===== src/rtl/maple_rx_decoders.sv =====
// rtl/maple_rx_decoders.sv - Maple bus receive start/end pattern detectors and byte assembler.
// Consumes synchronised SDCKA/SDCKB levels and edge strobes; all outputs are registered.
module maple_rx_decoders #(
  parameter int START_NORMAL = 4,
  parameter int START_CRC    = 6,
  parameter int START_OCC    = 8,
  parameter int START_RST    = 14,
  parameter int END_PULSES   = 2
) (
  input  logic       clk,
  input  logic       reset,
  input  logic       frame,
  input  logic       sdcka_data,
  input  logic       sdcka_posedge,
  input  logic       sdcka_negedge,
  input  logic       sdckb_data,
  input  logic       sdckb_posedge,
  input  logic       sdckb_negedge,
  output logic       start_frame,
  output logic       start_with_crc,
  output logic       start_occupancy,
  output logic       start_reset,
  output logic       start_frame_error,
  output logic       end_frame,
  output logic       end_frame_error,
  output logic [7:0] data,
  output logic       data_ready
);

  typedef enum logic {IDLE, COUNT} det_state_t;

  localparam logic [3:0] CNT_NORMAL = 4'(START_NORMAL);
  localparam logic [3:0] CNT_CRC    = 4'(START_CRC);
  localparam logic [3:0] CNT_OCC    = 4'(START_OCC);
  localparam logic [3:0] CNT_RST    = 4'(START_RST);
  localparam logic [3:0] CNT_END    = 4'(END_PULSES);

  // Any A strobe coinciding with any B strobe cannot be a legal line transition.
  logic glitch;
  assign glitch = (sdcka_posedge | sdcka_negedge) & (sdckb_posedge | sdckb_negedge);

  det_state_t st_state;
  logic [3:0] st_count;

  always_ff @(posedge clk or negedge reset) begin
    if (!reset) begin
      st_state          <= IDLE;
      st_count          <= 4'd0;
      start_frame       <= 1'b0;
      start_with_crc    <= 1'b0;
      start_occupancy   <= 1'b0;
      start_reset       <= 1'b0;
      start_frame_error <= 1'b0;
    end else begin
      start_frame       <= 1'b0;
      start_with_crc    <= 1'b0;
      start_occupancy   <= 1'b0;
      start_reset       <= 1'b0;
      start_frame_error <= 1'b0;
      case (st_state)
        IDLE: begin
          if (!glitch && sdcka_negedge && sdckb_data) begin
            st_state <= COUNT;
            st_count <= 4'd0;
          end
        end
        COUNT: begin
          if (glitch) begin
            st_state <= IDLE;
          end else if (sdcka_posedge) begin
            st_state <= IDLE;
            if (st_count == CNT_NORMAL)   start_frame     <= 1'b1;
            else if (st_count == CNT_CRC) start_with_crc  <= 1'b1;
            else if (st_count == CNT_OCC) start_occupancy <= 1'b1;
            else if (st_count == CNT_RST) start_reset     <= 1'b1;
            else if (st_count > 4'd1)     start_frame_error <= 1'b1;
          end else if (sdckb_negedge && st_count != 4'hF) begin
            st_count <= st_count + 4'd1;
          end
        end
        default: st_state <= IDLE;
      endcase
    end
  end

  det_state_t en_state;
  logic [3:0] en_count;

  always_ff @(posedge clk or negedge reset) begin
    if (!reset) begin
      en_state        <= IDLE;
      en_count        <= 4'd0;
      end_frame       <= 1'b0;
      end_frame_error <= 1'b0;
    end else begin
      end_frame       <= 1'b0;
      end_frame_error <= 1'b0;
      case (en_state)
        IDLE: begin
          if (!glitch && sdckb_negedge && sdcka_data) begin
            en_state <= COUNT;
            en_count <= 4'd0;
          end
        end
        COUNT: begin
          if (glitch) begin
            en_state <= IDLE;
          end else if (sdckb_posedge) begin
            en_state <= IDLE;
            if (en_count == CNT_END)  end_frame       <= 1'b1;
            else if (en_count > 4'd1) end_frame_error <= 1'b1;
          end else if (sdcka_negedge && en_count != 4'hF) begin
            en_count <= en_count + 4'd1;
          end
        end
        default: en_state <= IDLE;
      endcase
    end
  end

  // Even bits clock on SDCKA falls (value on SDCKB), odd bits the other way round.
  logic [2:0] bit_idx;
  logic [6:0] shift;
  logic       bit_take;
  logic       bit_val;

  assign bit_take = frame && !glitch &&
                    ((!bit_idx[0] && sdcka_negedge) || (bit_idx[0] && sdckb_negedge));
  assign bit_val  = bit_idx[0] ? sdcka_data : sdckb_data;

  always_ff @(posedge clk or negedge reset) begin
    if (!reset) begin
      bit_idx    <= 3'd0;
      shift      <= 7'd0;
      data       <= 8'h00;
      data_ready <= 1'b0;
    end else begin
      data_ready <= 1'b0;
      if (!frame) begin
        bit_idx <= 3'd0;
      end else if (bit_take) begin
        shift <= {shift[5:0], bit_val};
        if (bit_idx == 3'd7) begin
          data       <= {shift, bit_val};
          data_ready <= 1'b1;
          bit_idx    <= 3'd0;
        end else begin
          bit_idx <= bit_idx + 3'd1;
        end
      end
    end
  end

endmodule


===== config.mk =====
export PLATFORM = sky130hd
export DESIGN_NAME = maple_rx_decoders
export DESIGN_NICKNAME = d
export VERILOG_FILES = /design/src/rtl/maple_rx_decoders.sv
export SDC_FILE = /design/constraint.sdc
export NUM_CORES = 1
export LEC_CHECK = 0
export ABC_CLOCK_PERIOD_IN_PS = 1950
export CAP_MARGIN = 20
export CORE_ASPECT_RATIO = 0.7
export CORE_MARGIN = 2
export CORE_UTILIZATION = 29
export CTS_CLUSTER_DIAMETER = 50
export DETAILED_ROUTE_END_ITERATION = 8
export GPL_TIMING_DRIVEN = 0
export SYNTH_ARGS = -nofsm -noshare
export SYNTH_HDL_FRONTEND = slang
export SYNTH_SLANG_ARGS = --single-unit

===== constraint.sdc =====
create_clock -name clk -period 1.95 [get_ports clk]
set_clock_uncertainty 0.05 [all_clocks]
set_input_delay 0.39 -clock clk [delete_from_list [all_inputs] [get_ports clk]]
set_output_delay 0.39 -clock clk [all_outputs]
set_load 0.05 [all_outputs]

==> impl_metrics.ini, run 1 <==
[place]
hpwl_um = 2382
place_inst = 251
io_buffers = 22
gp_congestion = 0.7844

[final_layout]
fin_cells = 259
fin_nets = 199
num_antenna_cells = 0
filler_cell_count = 618
area_growth_pct = 23.40
drive_gt1_share_pct = 20.44

[synthesis]
synth_edf_count = 0
synth-async-reset-ratio_pct = 100.0
ys_seq_elements = 36
synth.top_cell.area_share_pct = 49.69
synth_commonest_cells = dfrtp_1 (36), nand2_1 (13), mux2_4 (12), nand3_1 (12)
synth_area_leaders = dfrtp_1 (50%), mux2_4 (9.9%), ha_1 (6.9%)
seq_area_frac_synth_pct = 49.69
yosysTopAreaCell = dfrtp_1
netlist-cell-type-count = 39
synth_flop_cell = dfrtp_1
synthCells = 151
synth_area_um2 = 1813
ys_warn_count = 0
synth.avg_cell_area_um2 = 12.01
synth_nets = 170
synth_most_common_cell = dfrtp_1

[clock_network]
postCtsHoldBufs = 0
tritoncts = yes
root_buffer = clkbuf_8
cts_buffer_depth = 2
h-tree-depth = 2
cts_buffers = 5
clock_sinks = 36
path_clk_slew_ps = 70
cts_resized = 0
post_cts_buffers = 0
clk-insertion-delay-late_ps = 300

[floorplan]
die_w_um = 98.51
die_y_um = 70.15
die_area_um2 = 6910
core_area_um2 = 6126
initial_core_util_pct = 29.60
rows = 24
pin_count = 25

[drt]
top_layer = met4
postRouteAntennaNets = 0
vias = 1192
wirelength_um = 3302
wl_met2_um = 1463
first_iter_violations = 60
met1_length_um = 1631
drc = 0
vias_per_cell = 4.602
wl_per_cell_um = 12.75
first_pass_iters = 4
wl_met3_um = 142

[grt]
gr-total-overflow = 0
grt.total_usage_pct = 10.70
first_global_vias = 1192
grt_max_degree = 37
grt_first_pass_wirelength_um = 5782
antenna_found_initial = 0

[sta]
timing.hold.ws_ps = 117.8
finalHoldViolCount = 0
slew_violations = 0
layout_worst_path_cycle_share_pct = 98.00
setup_viol = 0
max_freq_mhz = 523.3
timing.slew.headroom_pct = 48.00
worst_pin_slew_ps = 780.1
fin_crit_ps = 1911
rsz0062_at_grt = no

[critical_path]
path_buf_inv = 1
regToRegStartpoint = bit_idx[0]
crit_end = data[0]
cp.required_ps = 1510
critical_path.slowest_cell = clkdlybuf4s50_1
crit_arrival_ps = 1470
timing.rr.end = data[3]
crit_path_max_fanout = 2
worstSetupPathType = register to primary output
worst_path_dominant_cell_family = buffers and inverters
slowest_delay_ps = 810
ff2ff_path_depth = 5
startpoint = data[0]
cp-start-kind = register
cp.depth = 1
rrSetupSlack_ps = 290
worst_setup_path_end_kind = primary output
path_cells = clkdlybuf4s50_1

[run]
maxCapViolations = 0

[power]
power.density_nw_per_um2 = 816.1
p_leak_nw = 1.020
peakVddDrop_mv = 0.2789

[min_path]
worst_hold_path_type = input port to asynchronous set/reset pin

[status]
status = completed
cells in the final DEF (no fill, tap or decap), drive strengths merged, types with 2 or more instances in the layout:
cell type	Yosys	final
a221o	2	2
mux2	16	16
inv	10	10
clkdlybuf4s50	0	21
nor4b	2	2
nor3	4	4
nor2	9	9
nand3	12	12
buf	3	4
clkbuf	2	7
and3	2	2
nand2	13	13
o21ai	9	9
o31ai	2	2
nor2b	2	2
mux2i	2	2
dfrtp	36	36
nand4	2	2
ha	10	10
metrics by stage:
stage,util (%),total power [mW],worst slack (ps),TNS [ps],area (um^2)
6_report,36.52,1.826,39.04,0,2237
3_5_place_dp,34.70,1.185,-259.0,-3454,2126
2_1_floorplan,-,1.091,320.0,0,1813
4_1_cts,36.52,1.853,28.47,0,2237
3_3_place_gp,34.78,1.168,-346.4,-15510,2131
5_1_grt,36.52,1.915,3.270,0,2237
cells by family (layout without fill, tap and decap cells):
kind of cell | after synthesis | in the layout | share of synthesized area [%]
AO/OA/AOI/OAI | 19 | 19 | 8.006
adder cells (fa/ha/maj) | 10 | 10 | 6.901
buffers and inverters | 15 | 45 | 4.141
flip-flops | 36 | 36 | 49.69
multiplexers | 18 | 18 | 13.53
AND/OR/NAND/NOR | 53 | 53 | 17.74
per-layer routing:
| metal | up-vias | GRT usage (%) |
|---|---|---|
| met3 | 8 | 3.303 |
| li1 | 590 | - |
| met1 | 571 | 14.72 |
| met4 | 0 | 4.566 |
| met5 | - | 0 |
| met2 | 23 | 15.57 |
area by class of cell:
| class | count | area, um^2 | share of cell area [%] |
|---|---|---|---|
| inverters | 10 | 37.54 | 1.678 |
| well taps | 78 | 97.59 | 4.362 |
| repair buffers | 22 | 215.2 | 9.620 |
| clock inverters | 3 | 42.54 | 1.902 |
| multi-input cells | 100 | 837.1 | 37.42 |
| plain buffers | 5 | 37.54 | 1.678 |
| flip-flops and latches | 36 | 900.9 | 40.27 |
| clock buffers | 5 | 68.82 | 3.076 |
worst min path at each step:
stage,end,from,cells past startpoint
2_1_floorplan,bit_idx[0],reset,0
3_3_place_gp,shift[6],shift[6],1
3_5_place_dp,data[5],data[5],1
4_1_cts,data[2],reset,1
5_1_grt,data[5],reset,1
6_report,data[5],reset,1
registers in the layout, summed over array words and instances, names as in the netlist, 3 cells and up:
name / cells
bit_idx: 3
st_count: 4
shift: 7
en_count: 4
data: 8
where the power goes:
part / leakage (nW) / switching (mW) / internal (mW)
sequential: 0.492 / 0.0862 / 0.820
clock: 0.0541 / 0.283 / 0.378
combinational: 0.474 / 0.116 / 0.142
total: 1.02 / 0.485 / 1.34
worst register-to-register path, cell delays in order, from the launching register on:
cell and delay [ps]:
dfrtp_1 480, ha_1 200, ha_1 160, inv_1 90, nor2_8 230, mux2_4 330
(Power assumes the default switching activity.)
==> run 2: changes to the inputs <==
--- a/config.mk
+++ b/config.mk
@@ -7,7 +7,6 @@
 export LEC_CHECK = 0
 export ABC_CLOCK_PERIOD_IN_PS = 1950
 export CAP_MARGIN = 20
-export CORE_ASPECT_RATIO = 0.7
 export CORE_MARGIN = 2
 export CORE_UTILIZATION = 29
 export CTS_CLUSTER_DIAMETER = 50
==> run 2 against run 1 <==
Effect of this change: via count grew 1.9%; count of clock-buffer cells in the layout stayed put; total power fell by 0.91%; global-route usage decreased by 0.79 points; utilization grew 0.76 points; non-clock buffer count did not move; largest power group unchanged.
==> impl_metrics.ini, run 2 (synthesis results as in run 1) <==
[drt]
drc = 0
wirelength_um = 3151
first_iter_violations = 39
first_pass_iters = 4
postRouteAntennaNets = 0
top_layer = met4
met1_length_um = 1529
vias_per_cell = 4.746
wl_met3_um = 164
wl_per_cell_um = 12.31
vias = 1215
wl_met2_um = 1411

[floorplan]
rows = 28
pin_count = 25
core_area_um2 = 5991
die_w_um = 83.07
initial_core_util_pct = 30.26
die_y_um = 83.07
die_area_um2 = 6900

[clock_network]
cts_buffer_depth = 2
path_clk_slew_ps = 80
clk-insertion-delay-late_ps = 290
clock_sinks = 36
h-tree-depth = 2
root_buffer = clkbuf_8
cts_resized = 0
postCtsHoldBufs = 0
tritoncts = yes
post_cts_buffers = 0
cts_buffers = 5

[grt]
antenna_found_initial = 0
grt.total_usage_pct = 9.906
grt_first_pass_wirelength_um = 5575
gr-total-overflow = 0
first_global_vias = 1158
grt_max_degree = 37

[sta]
worst_pin_slew_ps = 803.1
setup_viol = 0
rsz0062_at_grt = no
finalHoldViolCount = 0
layout_worst_path_cycle_share_pct = 96.94
max_freq_mhz = 529.0
fin_crit_ps = 1890
slew_violations = 0
timing.slew.headroom_pct = 46.46

[power]
p_leak_nw = 1.020
power.density_nw_per_um2 = 810.0
peakVddDrop_mv = 0.4640

[final_layout]
largest-register = data
fin_area_um2 = 2233
final_cell_mix = dfrtp_1 (36), clkdlybuf4s50_1 (21), nand2_1 (13), nand3_1 (12), mux2_4 (12)
reg_top3 = data (8), shift (7)
layout_commonest_cell = dfrtp_1
utilization_pct = 37.28
fin_nets = 199
num_antenna_cells = 0
area_growth_pct = 23.19
largest_register_ffs = 8
drive_gt1_share_pct = 20.44

[run]
maxCapViolations = 0

[critical_path]
path_buf_inv = 1
worst_path_dominant_cell_family = buffers and inverters
cp.required_ps = 1510
path_cells = clkdlybuf4s50_1
crit_path_max_fanout = 2
slowest_delay_ps = 800
critical_path.slowest_cell = clkdlybuf4s50_1
worstSetupPathType = register to primary output
cp-start-kind = register
crit_arrival_ps = 1450
worst_setup_path_end_kind = primary output

[place]
dpl_cell_area_um2 = 2122
hpwl_um = 2259
io_buffers = 22
gp_congestion = 0.7526

[min_path]
worst_hold_path_type = input port to asynchronous set/reset pin

[status]
status = completed
-- run 2: cell counts in the layout (fill, tap and decap cells not counted) --
Identical to the previous run, type by type.
-- run 2: final cells by class --
type | instances | area [um^2]
repair buffers | 22 | 215.2
plain buffers | 5 | 37.54
clock inverters | 3 | 42.54
inverters | 10 | 37.54
clock buffers | 5 | 68.82
fillers | 558 | 3757
well taps | 75 | 93.84
multi-input cells | 100 | 837.1
flip-flops and latches | 36 | 900.9
-- run 2: metal layers --
metal / vias to the layer above / global-route usage [%]
met2: 35 / 14.74
li1: 586 / -
met4: 0 / 3.130
met5: - / 0
met1: 589 / 13.44
met3: 5 / 3.579
-- run 2: worst paths after layout --
check	cells after the start	slack, ps	end	start
worst max-delay path	1	60	data[3]	data[3]
worst max register to register	4	290	shift[6]	bit_idx[0]
worst min register to register	1	470	data[0]	data[0]
min in group clk	3	420	en_count[3]	sdcka_negedge
max in group asynchronous	1	1200	start_reset	reset
worst min-delay path	1	130	shift[5]	reset
-- run 2: through the flow --
step / hold WS [ps] / instances / TNS [ps] / power [mW] / worst slack [ps]
2_1_floorplan: 44.41 / 151 / 0 / 1.091 / 320.0
3_3_place_gp: 446.8 / 248 / -15730 / 1.166 / -356.9
3_5_place_dp: 447.6 / 248 / -3028 / 1.180 / -235.2
4_1_cts: 162.6 / 256 / 0 / 1.844 / 42.14
5_1_grt: 199.3 / 256 / 0 / 1.918 / 9.906
6_report: 129.5 / 256 / 0 / 1.809 / 59.60
-- run 2: where the power goes --
| part | switching (mW) | total (mW) | leakage, nW | internal (mW) |
|---|---|---|---|---|
| clock | 0.276 | 0.654 | 0.0541 | 0.378 |
| sequential | 0.0788 | 0.899 | 0.492 | 0.820 |
| combinational | 0.114 | 0.256 | 0.474 | 0.142 |
==> run 3: changes to the inputs <==
--- a/config.mk
+++ b/config.mk
@@ -5,7 +5,7 @@
 export SDC_FILE = /design/constraint.sdc
 export NUM_CORES = 1
 export LEC_CHECK = 0
-export ABC_CLOCK_PERIOD_IN_PS = 1950
+export ABC_CLOCK_PERIOD_IN_PS = 2200
 export CAP_MARGIN = 20
 export CORE_MARGIN = 2
 export CORE_UTILIZATION = 29
==> constraint.sdc (replaced) <==
create_clock -name clk -period 2.2 [get_ports clk]
set_clock_uncertainty 0.05 [all_clocks]
set_input_delay 0.44 -clock clk [delete_from_list [all_inputs] [get_ports clk]]
set_output_delay 0.44 -clock clk [all_outputs]
set_load 0.05 [all_outputs]
==> results of run 3 <==
The final DEF is identical to that of run 2. Status: completed.
Among the figures that moved: setup slack after placement -235.2 ps -> -35.18 ps; setup slack after layout 59.60 ps -> 259.6 ps; hold slack 129.5 ps -> 179.5 ps; register-to-register setup slack 290 ps -> 540 ps; total power 1.809 mW -> 1.604 mW; worst IR drop on VDD 0.4640 mV -> 0.4112 mV
